File: src/rtl/dm_arb_pkg.sv
// Shared types and width helpers for the data-memory arbiter.
package dm_arb_pkg;

    typedef enum logic [1:0] {
        IDLE  = 2'd0,
        ISSUE = 2'd1,
        WAIT  = 2'd2,
        RESP  = 2'd3
    } arb_state_t;

    // Owner / pointer index width; a two-core system still needs one bit.
    function automatic int idx_w(input int n);
        return (n > 1) ? $clog2(n) : 1;
    endfunction

    // Latency counter holds MEM_LAT-1 at most.
    function automatic int cnt_w(input int lat);
        return (lat > 1) ? $clog2(lat) : 1;
    endfunction

endpackage

File: src/rtl/dm_arb_if.sv
// Core-side request bus and data-memory port bundled for the arbiter.
interface dm_arb_if #(
    parameter int NUM_CORES = 4,
    parameter int ADDR_W    = 16,
    parameter int DATA_W    = 16
);
    logic [NUM_CORES-1:0]             core_req;
    logic [NUM_CORES-1:0]             core_we;
    logic [NUM_CORES-1:0][ADDR_W-1:0] core_addr;
    logic [NUM_CORES-1:0][DATA_W-1:0] core_wdata;
    logic [NUM_CORES-1:0]             core_gnt;
    logic [NUM_CORES-1:0]             core_done;
    logic [DATA_W-1:0]                core_rdata;
    logic                             mem_en;
    logic                             mem_we;
    logic [ADDR_W-1:0]                mem_addr;
    logic [DATA_W-1:0]                mem_wdata;
    logic [DATA_W-1:0]                mem_rdata;

    // Arbiter side.
    modport slave (
        input  core_req, core_we, core_addr, core_wdata, mem_rdata,
        output core_gnt, core_done, core_rdata, mem_en, mem_we, mem_addr, mem_wdata
    );

    // Cores plus memory side.
    modport master (
        output core_req, core_we, core_addr, core_wdata, mem_rdata,
        input  core_gnt, core_done, core_rdata, mem_en, mem_we, mem_addr, mem_wdata
    );
endinterface

File: src/rtl/dm_arbiter_rr_picker.sv
// Round-robin pick: first eligible request scanning upward from ptr, wrapping.
module rr_picker
    import dm_arb_pkg::*;
#(
    parameter int N = 4,
    localparam int IW = idx_w(N)
) (
    input  logic [N-1:0]  req,
    input  logic [N-1:0]  mask,
    input  logic [IW-1:0] ptr,
    output logic          vld,
    output logic [IW-1:0] idx
);
    logic [N-1:0] elig;

    assign elig = req & ~mask;

    // Linear scan of N positions starting at ptr; first hit wins.
    always_comb begin
        logic [IW:0] pos;
        vld = 1'b0;
        idx = '0;
        pos = '0;
        for (int k = 0; k < N; k++) begin
            pos = {1'b0, ptr} + (IW+1)'(k);
            if (pos >= (IW+1)'(N))
                pos = pos - (IW+1)'(N);
            if (!vld && elig[pos[IW-1:0]]) begin
                vld = 1'b1;
                idx = pos[IW-1:0];
            end
        end
    end

endmodule

File: src/rtl/dm_arbiter.sv
// Round-robin sharing of the single data-memory port among the cores:
// one access at a time, fixed memory latency, one-cycle done pulse.
module dm_arbiter
    import dm_arb_pkg::*;
#(
    parameter int NUM_CORES = 4,
    parameter int ADDR_W    = 16,
    parameter int DATA_W    = 16,
    parameter int MEM_LAT   = 2
) (
    input  logic     clk,
    input  logic     rst_n,
    dm_arb_if.slave  bus
);
    localparam int IW = idx_w(NUM_CORES);
    localparam int CW = cnt_w(MEM_LAT);

    arb_state_t           state_q, state_d;
    logic [IW-1:0]        owner_q, owner_d;
    logic [IW-1:0]        rr_q, rr_d;
    logic [CW-1:0]        cnt_q, cnt_d;
    logic [NUM_CORES-1:0] gnt_q, gnt_d;
    logic [NUM_CORES-1:0] done_q, done_d;
    logic [DATA_W-1:0]    rdata_q, rdata_d;
    logic                 en_q, en_d;
    logic                 we_q, we_d;
    logic [ADDR_W-1:0]    addr_q, addr_d;
    logic [DATA_W-1:0]    wdata_q, wdata_d;

    logic [IW-1:0]        next_ptr, pick_ptr, pick_idx;
    logic [NUM_CORES-1:0] pick_mask;
    logic                 pick_vld, take;

    // In RESP the pointer has already moved past the owner, and the owner
    // is masked so it cannot be re-granted straight away.
    assign next_ptr = (owner_q == IW'(NUM_CORES-1)) ? '0 : owner_q + 1'b1;
    assign pick_ptr = (state_q == RESP) ? next_ptr : rr_q;

    // Owner mask applies only during the RESP re-arbitration.
    always_comb begin
        pick_mask = '0;
        if (state_q == RESP)
            pick_mask[owner_q] = 1'b1;
    end

    rr_picker #(.N(NUM_CORES)) u_pick (
        .req  (bus.core_req),
        .mask (pick_mask),
        .ptr  (pick_ptr),
        .vld  (pick_vld),
        .idx  (pick_idx)
    );

    assign take = pick_vld && (state_q == IDLE || state_q == RESP);

    // State register.
    always_ff @(posedge clk) begin
        if (!rst_n) state_q <= IDLE;
        else        state_q <= state_d;
    end

    // Latched command, counters and registered outputs.
    always_ff @(posedge clk) begin
        if (!rst_n) begin
            owner_q <= '0;
            rr_q    <= '0;
            cnt_q   <= '0;
            gnt_q   <= '0;
            done_q  <= '0;
            rdata_q <= '0;
            en_q    <= 1'b0;
            we_q    <= 1'b0;
            addr_q  <= '0;
            wdata_q <= '0;
        end else begin
            owner_q <= owner_d;
            rr_q    <= rr_d;
            cnt_q   <= cnt_d;
            gnt_q   <= gnt_d;
            done_q  <= done_d;
            rdata_q <= rdata_d;
            en_q    <= en_d;
            we_q    <= we_d;
            addr_q  <= addr_d;
            wdata_q <= wdata_d;
        end
    end

    // Next state and next register values; outputs are computed one cycle
    // ahead so every core/memory output comes straight from a flop.
    always_comb begin
        state_d = state_q;
        owner_d = owner_q;
        rr_d    = rr_q;
        cnt_d   = cnt_q;
        gnt_d   = gnt_q;
        done_d  = '0;
        rdata_d = rdata_q;
        en_d    = 1'b0;
        we_d    = we_q;
        addr_d  = addr_q;
        wdata_d = wdata_q;

        case (state_q)
            IDLE: ;
            ISSUE: begin
                cnt_d   = CW'(MEM_LAT-1);
                state_d = WAIT;
            end
            WAIT: begin
                if (cnt_q == '0) begin
                    if (!we_q)
                        rdata_d = bus.mem_rdata;
                    done_d[owner_q] = 1'b1;
                    state_d         = RESP;
                end else begin
                    cnt_d = cnt_q - 1'b1;
                end
            end
            RESP: begin
                rr_d    = next_ptr;
                gnt_d   = '0;
                state_d = IDLE;
            end
            default: state_d = IDLE;
        endcase

        // A winner in IDLE or RESP latches its command and goes to ISSUE.
        if (take) begin
            owner_d           = pick_idx;
            we_d              = bus.core_we[pick_idx];
            addr_d            = bus.core_addr[pick_idx];
            wdata_d           = bus.core_wdata[pick_idx];
            en_d              = 1'b1;
            gnt_d             = '0;
            gnt_d[pick_idx]   = 1'b1;
            state_d           = ISSUE;
        end
    end

    assign bus.core_gnt   = gnt_q;
    assign bus.core_done  = done_q;
    assign bus.core_rdata = rdata_q;
    assign bus.mem_en     = en_q;
    assign bus.mem_we     = we_q;
    assign bus.mem_addr   = addr_q;
    assign bus.mem_wdata  = wdata_q;

endmodule

File: src/flat_wrapper.sv
// flat-port wrapper written by rule: the top's interface ports become plain ports
module dm_arbiter_flat import dm_arb_pkg::*;
#(
    parameter int NUM_CORES = 4,
    parameter int ADDR_W    = 16,
    parameter int DATA_W    = 16,
    parameter int MEM_LAT   = 2
)
  (clk, rst_n, bus_core_req, bus_core_we, bus_core_addr, bus_core_wdata, bus_mem_rdata, bus_core_gnt, bus_core_done, bus_core_rdata, bus_mem_en, bus_mem_we, bus_mem_addr, bus_mem_wdata);
  dm_arb_if #(.NUM_CORES(NUM_CORES), .ADDR_W(ADDR_W), .DATA_W(DATA_W)) bus_i ();
  input  logic clk;
  input  logic rst_n;
  input wire logic [$bits(bus_i.core_req)-1:0] bus_core_req;
  input wire logic [$bits(bus_i.core_we)-1:0] bus_core_we;
  input wire logic [$bits(bus_i.core_addr)-1:0] bus_core_addr;
  input wire logic [$bits(bus_i.core_wdata)-1:0] bus_core_wdata;
  input wire logic [$bits(bus_i.mem_rdata)-1:0] bus_mem_rdata;
  output wire logic [$bits(bus_i.core_gnt)-1:0] bus_core_gnt;
  output wire logic [$bits(bus_i.core_done)-1:0] bus_core_done;
  output wire logic [$bits(bus_i.core_rdata)-1:0] bus_core_rdata;
  output wire logic [$bits(bus_i.mem_en)-1:0] bus_mem_en;
  output wire logic [$bits(bus_i.mem_we)-1:0] bus_mem_we;
  output wire logic [$bits(bus_i.mem_addr)-1:0] bus_mem_addr;
  output wire logic [$bits(bus_i.mem_wdata)-1:0] bus_mem_wdata;
  assign bus_i.core_req = bus_core_req;
  assign bus_i.core_we = bus_core_we;
  assign bus_i.core_addr = bus_core_addr;
  assign bus_i.core_wdata = bus_core_wdata;
  assign bus_i.mem_rdata = bus_mem_rdata;
  assign bus_core_gnt = bus_i.core_gnt;
  assign bus_core_done = bus_i.core_done;
  assign bus_core_rdata = bus_i.core_rdata;
  assign bus_mem_en = bus_i.mem_en;
  assign bus_mem_we = bus_i.mem_we;
  assign bus_mem_addr = bus_i.mem_addr;
  assign bus_mem_wdata = bus_i.mem_wdata;
  dm_arbiter #(.NUM_CORES(NUM_CORES), .ADDR_W(ADDR_W), .DATA_W(DATA_W), .MEM_LAT(MEM_LAT)) u_core (.clk(clk), .rst_n(rst_n), .bus(bus_i));
endmodule
File: config.mk
export PLATFORM = sky130hd
export DESIGN_NAME = dm_arbiter_flat
export DESIGN_NICKNAME = d
export VERILOG_FILES = /design/src/rtl/dm_arb_pkg.sv /design/src/rtl/dm_arb_if.sv /design/src/rtl/dm_arbiter_rr_picker.sv /design/src/rtl/dm_arbiter.sv /design/src/flat_wrapper.sv
export SDC_FILE = /design/constraint.sdc
export NUM_CORES = 1
export LEC_CHECK = 0
export BUFFER_PORTS_ARGS = -buffer_cell sky130_fd_sc_hd__buf_2
export CORE_MARGIN = 1.5
export CORE_UTILIZATION = 47
export DETAILED_ROUTE_END_ITERATION = 10
export GPL_ROUTABILITY_DRIVEN = 0
export PLACE_DENSITY_LB_ADDON = 0.05
export SLEW_MARGIN = 10
export SYNTH_ARGS = -nofsm -noshare
export SYNTH_HDL_FRONTEND = slang
export SYNTH_HIERARCHICAL = 1
export SYNTH_SLANG_ARGS = --single-unit
File: constraint.sdc
create_clock -name clk -period 6.9 [get_ports clk]
set_clock_uncertainty 0.1 [all_clocks]
set_input_delay 0.345 -clock clk [delete_from_list [all_inputs] [get_ports clk]]
set_output_delay 0.345 -clock clk [all_outputs]
set_load 0.01 [all_outputs]
==> summary.md <==
| Metric | Value |
|---|---|
| Unrepaired setup endpoints after global routing | false |
| Placed wire-length estimate | 6876 µm |
| Fin. max-slew vios | 0 |
| Share of cells above drive strength 1 | 47.28% |
| Final Hold Viols | 0 |
| Hold Path Depth | 3 |
| Delay-heaviest family, CP | buffers and inverters |
| Initial Util | 48.39% |
| Worst reg-to-reg setup slack | 3.60 ns |
| Clock Latency Late Sink | 0.33 ns |
| Area Growth Syn to Fin | 36.06% |
| Antenna cells | 0 |
| Die width | 89.18 µm |
| Final Cycle Share | 47.78% |
| Setup bufs post-CTS | 0 |
| Critical-path maximum fanout | 71 |
| Post-CTS Resized | 0 |
| Rel. slew slack | 25.29% |
| FF-to-FF End | u_core/bus.mem_wdata[6]$_SDFFE_PN0P_ |
| Vias in the first global route | 3159 |
| Number of clock sinks | 65 |
| Largest net degree at the start of global routing | 72 |
| Synth Instances | 352 |
| DRC | 0 |
| Via count | 3369 |
| Fin nets | 709 |
| Clock Tree Buf Depth | 2 |
| Crit path required time | 6.97 ns |
| Most frequent cells in the layout | buf_2, mux2i_1, dfxtp_1 |
| Grt total ovfl | 0 |
| Mapped Area | 3491 µm² |
| Die area | 7953 µm² |
| Setup violators final | 0 |
| Initial DRC count | 154 |
| H-tree depth | 3 |
| CTS clk-pin slew, worst paths | 0.07 ns |
| GRT Total Usage | 22.70% |
| Vias per inst | 5.175 |
| # IOs | 212 |
| DR pass1 iterations | 4 |
| Row count | 31 |
| Number of buffers and inverters on the critical path | 2 |
| Pre-CTS WS | 3.659 ns |
| Fin Setup TNS | 0 ns |
| Min-delay src | bus_mem_rdata[14] |
| # port buffers | 211 |
| Worst Hold End | u_core/bus.core_rdata[14]$_SDFFE_PN0P_ |
| Syn Nets | 514 |
| CP cell instances | ha_1 -> mux2_2 -> inv_1 -> o221ai_1 -> a21oi_4 -> buf_4 -> mux2i_1 -> o221ai_1 |
| R2R cell count | 8 |
| Fin worst setup slack | 3.603 ns |
| Num CTS Buffers | 9 |
| Reg2reg start | u_core/state_q[0]$_SDFFE_PN0P_ |
| Cell seen most often among critical-path stages | o221ai_1 |
| Fmax | 303.3 MHz |
| Crit. End Element | register |
| Critical Path AT | 3.37 ns |
| Initial antenna violation count | 0 |
| Worst-Margin Slew | 1.121 ns |
| Status | finished clean |
| Sequential share of the synthesized area | 37.28% |
| Crit start category | register |
| Crit path time final | 3.297 ns |
| Power Dens Cells | 350.1 nW/µm² |
| Worst hold path class | primary input to register |
| First-pass GRT wire length | 14190 µm |
| Flops & latches, synth | 65 |
| Most common cell after layout, fill and taps aside | buf_2 |
| CP max stage cell | buf_4 |
| Post-Route WL | 9448 µm |
| CTS tree | done |
| WL per Instance | 14.51 µm |
| Yosys cell types | 40 |
| Max Cap Viol | 0 |
| Yosys warning total | 6 |
| Core Region | 7214 µm² |
| CTS Hold Buffers Added | 0 |
| Mean Syn Cell Area | 9.917 µm² |
| Overall die height | 89.18 µm |
| Antenna-violating nets left | 0 |
| Slowest stage delay, CP | 0.81 ns |
| Peak supply drop | 0.0001660 V |
| Leakage Power | 2.244 nW |
| Crit Path Class | register to register |
| Root Buffer | clkbuf_8 |
state kept, by name (all words and copies together) (netlist names):
| signal | flops |
|---|---|
| u_core/bus.core_done | 4 |
| u_core/bus.core_rdata | 16 |
| u_core/bus.mem_we | 1 |
| u_core/bus.mem_addr | 16 |
| u_core/cnt_q | 1 |
| u_core/owner_q | 2 |
| u_core/rr_q | 2 |
| u_core/state_q | 2 |
| u_core/bus.mem_wdata | 16 |
| u_core/bus.core_gnt | 4 |
| u_core/bus.mem_en | 1 |
routing by layer:
metal / wire length [µm] / global-route usage [%]
met5: 0 / 0
met4: 157 / 8.811
met3: 719 / 6.833
met2: 4800 / 40.74
met1: 3770 / 25.08
how the worst max path moves through the flow:
stage                                               from                                     to  slack, ns  depth (start not counted)
after floorplan           u_core/state_q[0]$_SDFFE_PN0P_   u_core/bus.mem_wdata[8]$_SDFFE_PN0P_       4.56                         10
after global placement    u_core/state_q[0]$_SDFFE_PN0P_  u_core/bus.mem_wdata[14]$_SDFFE_PN0P_       3.78                          8
after detailed placement  u_core/state_q[0]$_SDFFE_PN0P_   u_core/bus.mem_wdata[8]$_SDFFE_PN0P_       3.66                          8
after CTS                 u_core/state_q[0]$_SDFFE_PN0P_   u_core/bus.mem_wdata[8]$_SDFFE_PN0P_       3.65                          8
after global routing      u_core/state_q[1]$_SDFFE_PP0P_    u_core/bus.mem_addr[2]$_SDFFE_PN0P_       3.44                          8
final                     u_core/state_q[0]$_SDFFE_PN0P_   u_core/bus.mem_wdata[6]$_SDFFE_PN0P_       3.60                          8
cell usage after synthesis:
cell type / n / area (µm²)
o221ai_2: 1 / 15.01
nand2b_1: 1 / 6.260
nor2_1: 3 / 11.26
a21boi_2: 10 / 112.6
mux2i_1: 66 / 660.6
buf_12: 1 / 20.02
a2bb2oi_2: 1 / 15.01
o22ai_1: 1 / 6.260
nor3b_4: 1 / 18.77
or3b_1: 1 / 8.760
nor2b_4: 1 / 13.76
a311oi_1: 1 / 8.760
and3_1: 5 / 31.28
nand3b_2: 1 / 11.26
nor3b_1: 1 / 7.510
and2_1: 8 / 50.05
dfxtp_1: 65 / 1301
nand3b_1: 5 / 37.54
buf_4: 2 / 15.01
inv_1: 6 / 22.52
clkbuf_1: 9 / 33.78
ha_1: 8 / 100.1
mux2_2: 2 / 22.52
nand3_4: 1 / 17.52
nand2_1: 30 / 112.6
nand2b_4: 1 / 13.76
nor2b_1: 2 / 12.51
o21ai_0: 1 / 5.000
nand2_2: 10 / 62.56
a21boi_0: 12 / 90.09
a21oi_1: 2 / 10.01
nand3_1: 35 / 175.2
o221ai_1: 34 / 297.8
a311oi_2: 1 / 15.01
or3_1: 1 / 6.260
buf_6: 4 / 45.04
buf_2: 14 / 70.07
o21a_1: 1 / 7.510
nor3_1: 1 / 5.000
o21bai_1: 2 / 15.01
where the power goes:
| group | internal [mW] | switching, mW | total (mW) |
|---|---|---|---|
| logic | 0.301 | 0.416 | 0.716 |
| registers | 0.506 | 0.0743 | 0.581 |
| clock network | 0.222 | 0.144 | 0.366 |
| total | 1.03 | 0.634 | 1.66 |
stage by stage:
stage	total power [mW]	utilization [%]	hold WS, ns	cell area [µm²]	instances
CTS	1.679	65.83	0.1406	4750	651
floorplan	1.078	-	0.3765	3491	352
detailed placement	1.309	62.66	0.3493	4521	635
global route	1.774	65.83	0.1349	4750	651
finish	1.663	65.83	0.1567	4750	651
global placement	1.294	62.66	0.3428	4521	635
worst register-to-register path, cell delays in order (launching register included):
cell and delay [ns]:
dfxtp_1 0.41, ha_1 0.39, mux2_2 0.42, inv_1 0.10, o221ai_1 0.18, a21oi_4 0.18
buf_4 0.81, mux2i_1 0.40, o221ai_1 0.15
area by class of cell:
| cell class | instances | area [µm²] |
|---|---|---|
| Clock buffer | 11 | 151.4 |
| Clock inverter | 5 | 77.57 |
| Fill cell | 629 | 2465 |
| Inverter | 6 | 22.52 |
| Multi-Input combinational cell | 251 | 1994 |
| Sequential cell | 65 | 1301 |
| Tap cell | 99 | 123.9 |
| Timing Repair Buffer | 214 | 1079 |
cell families after synthesis:
logic type	count (synthesis)	synth area share [%]
AOI/OAI and AO/OA	67	17.13
adders and majority gates	8	2.867
buffers and inverters	36	5.914
DFF	65	37.28
muxes	68	19.57
and+or+nand+nor	108	17.24
Power figures use the tool's default switching activity.
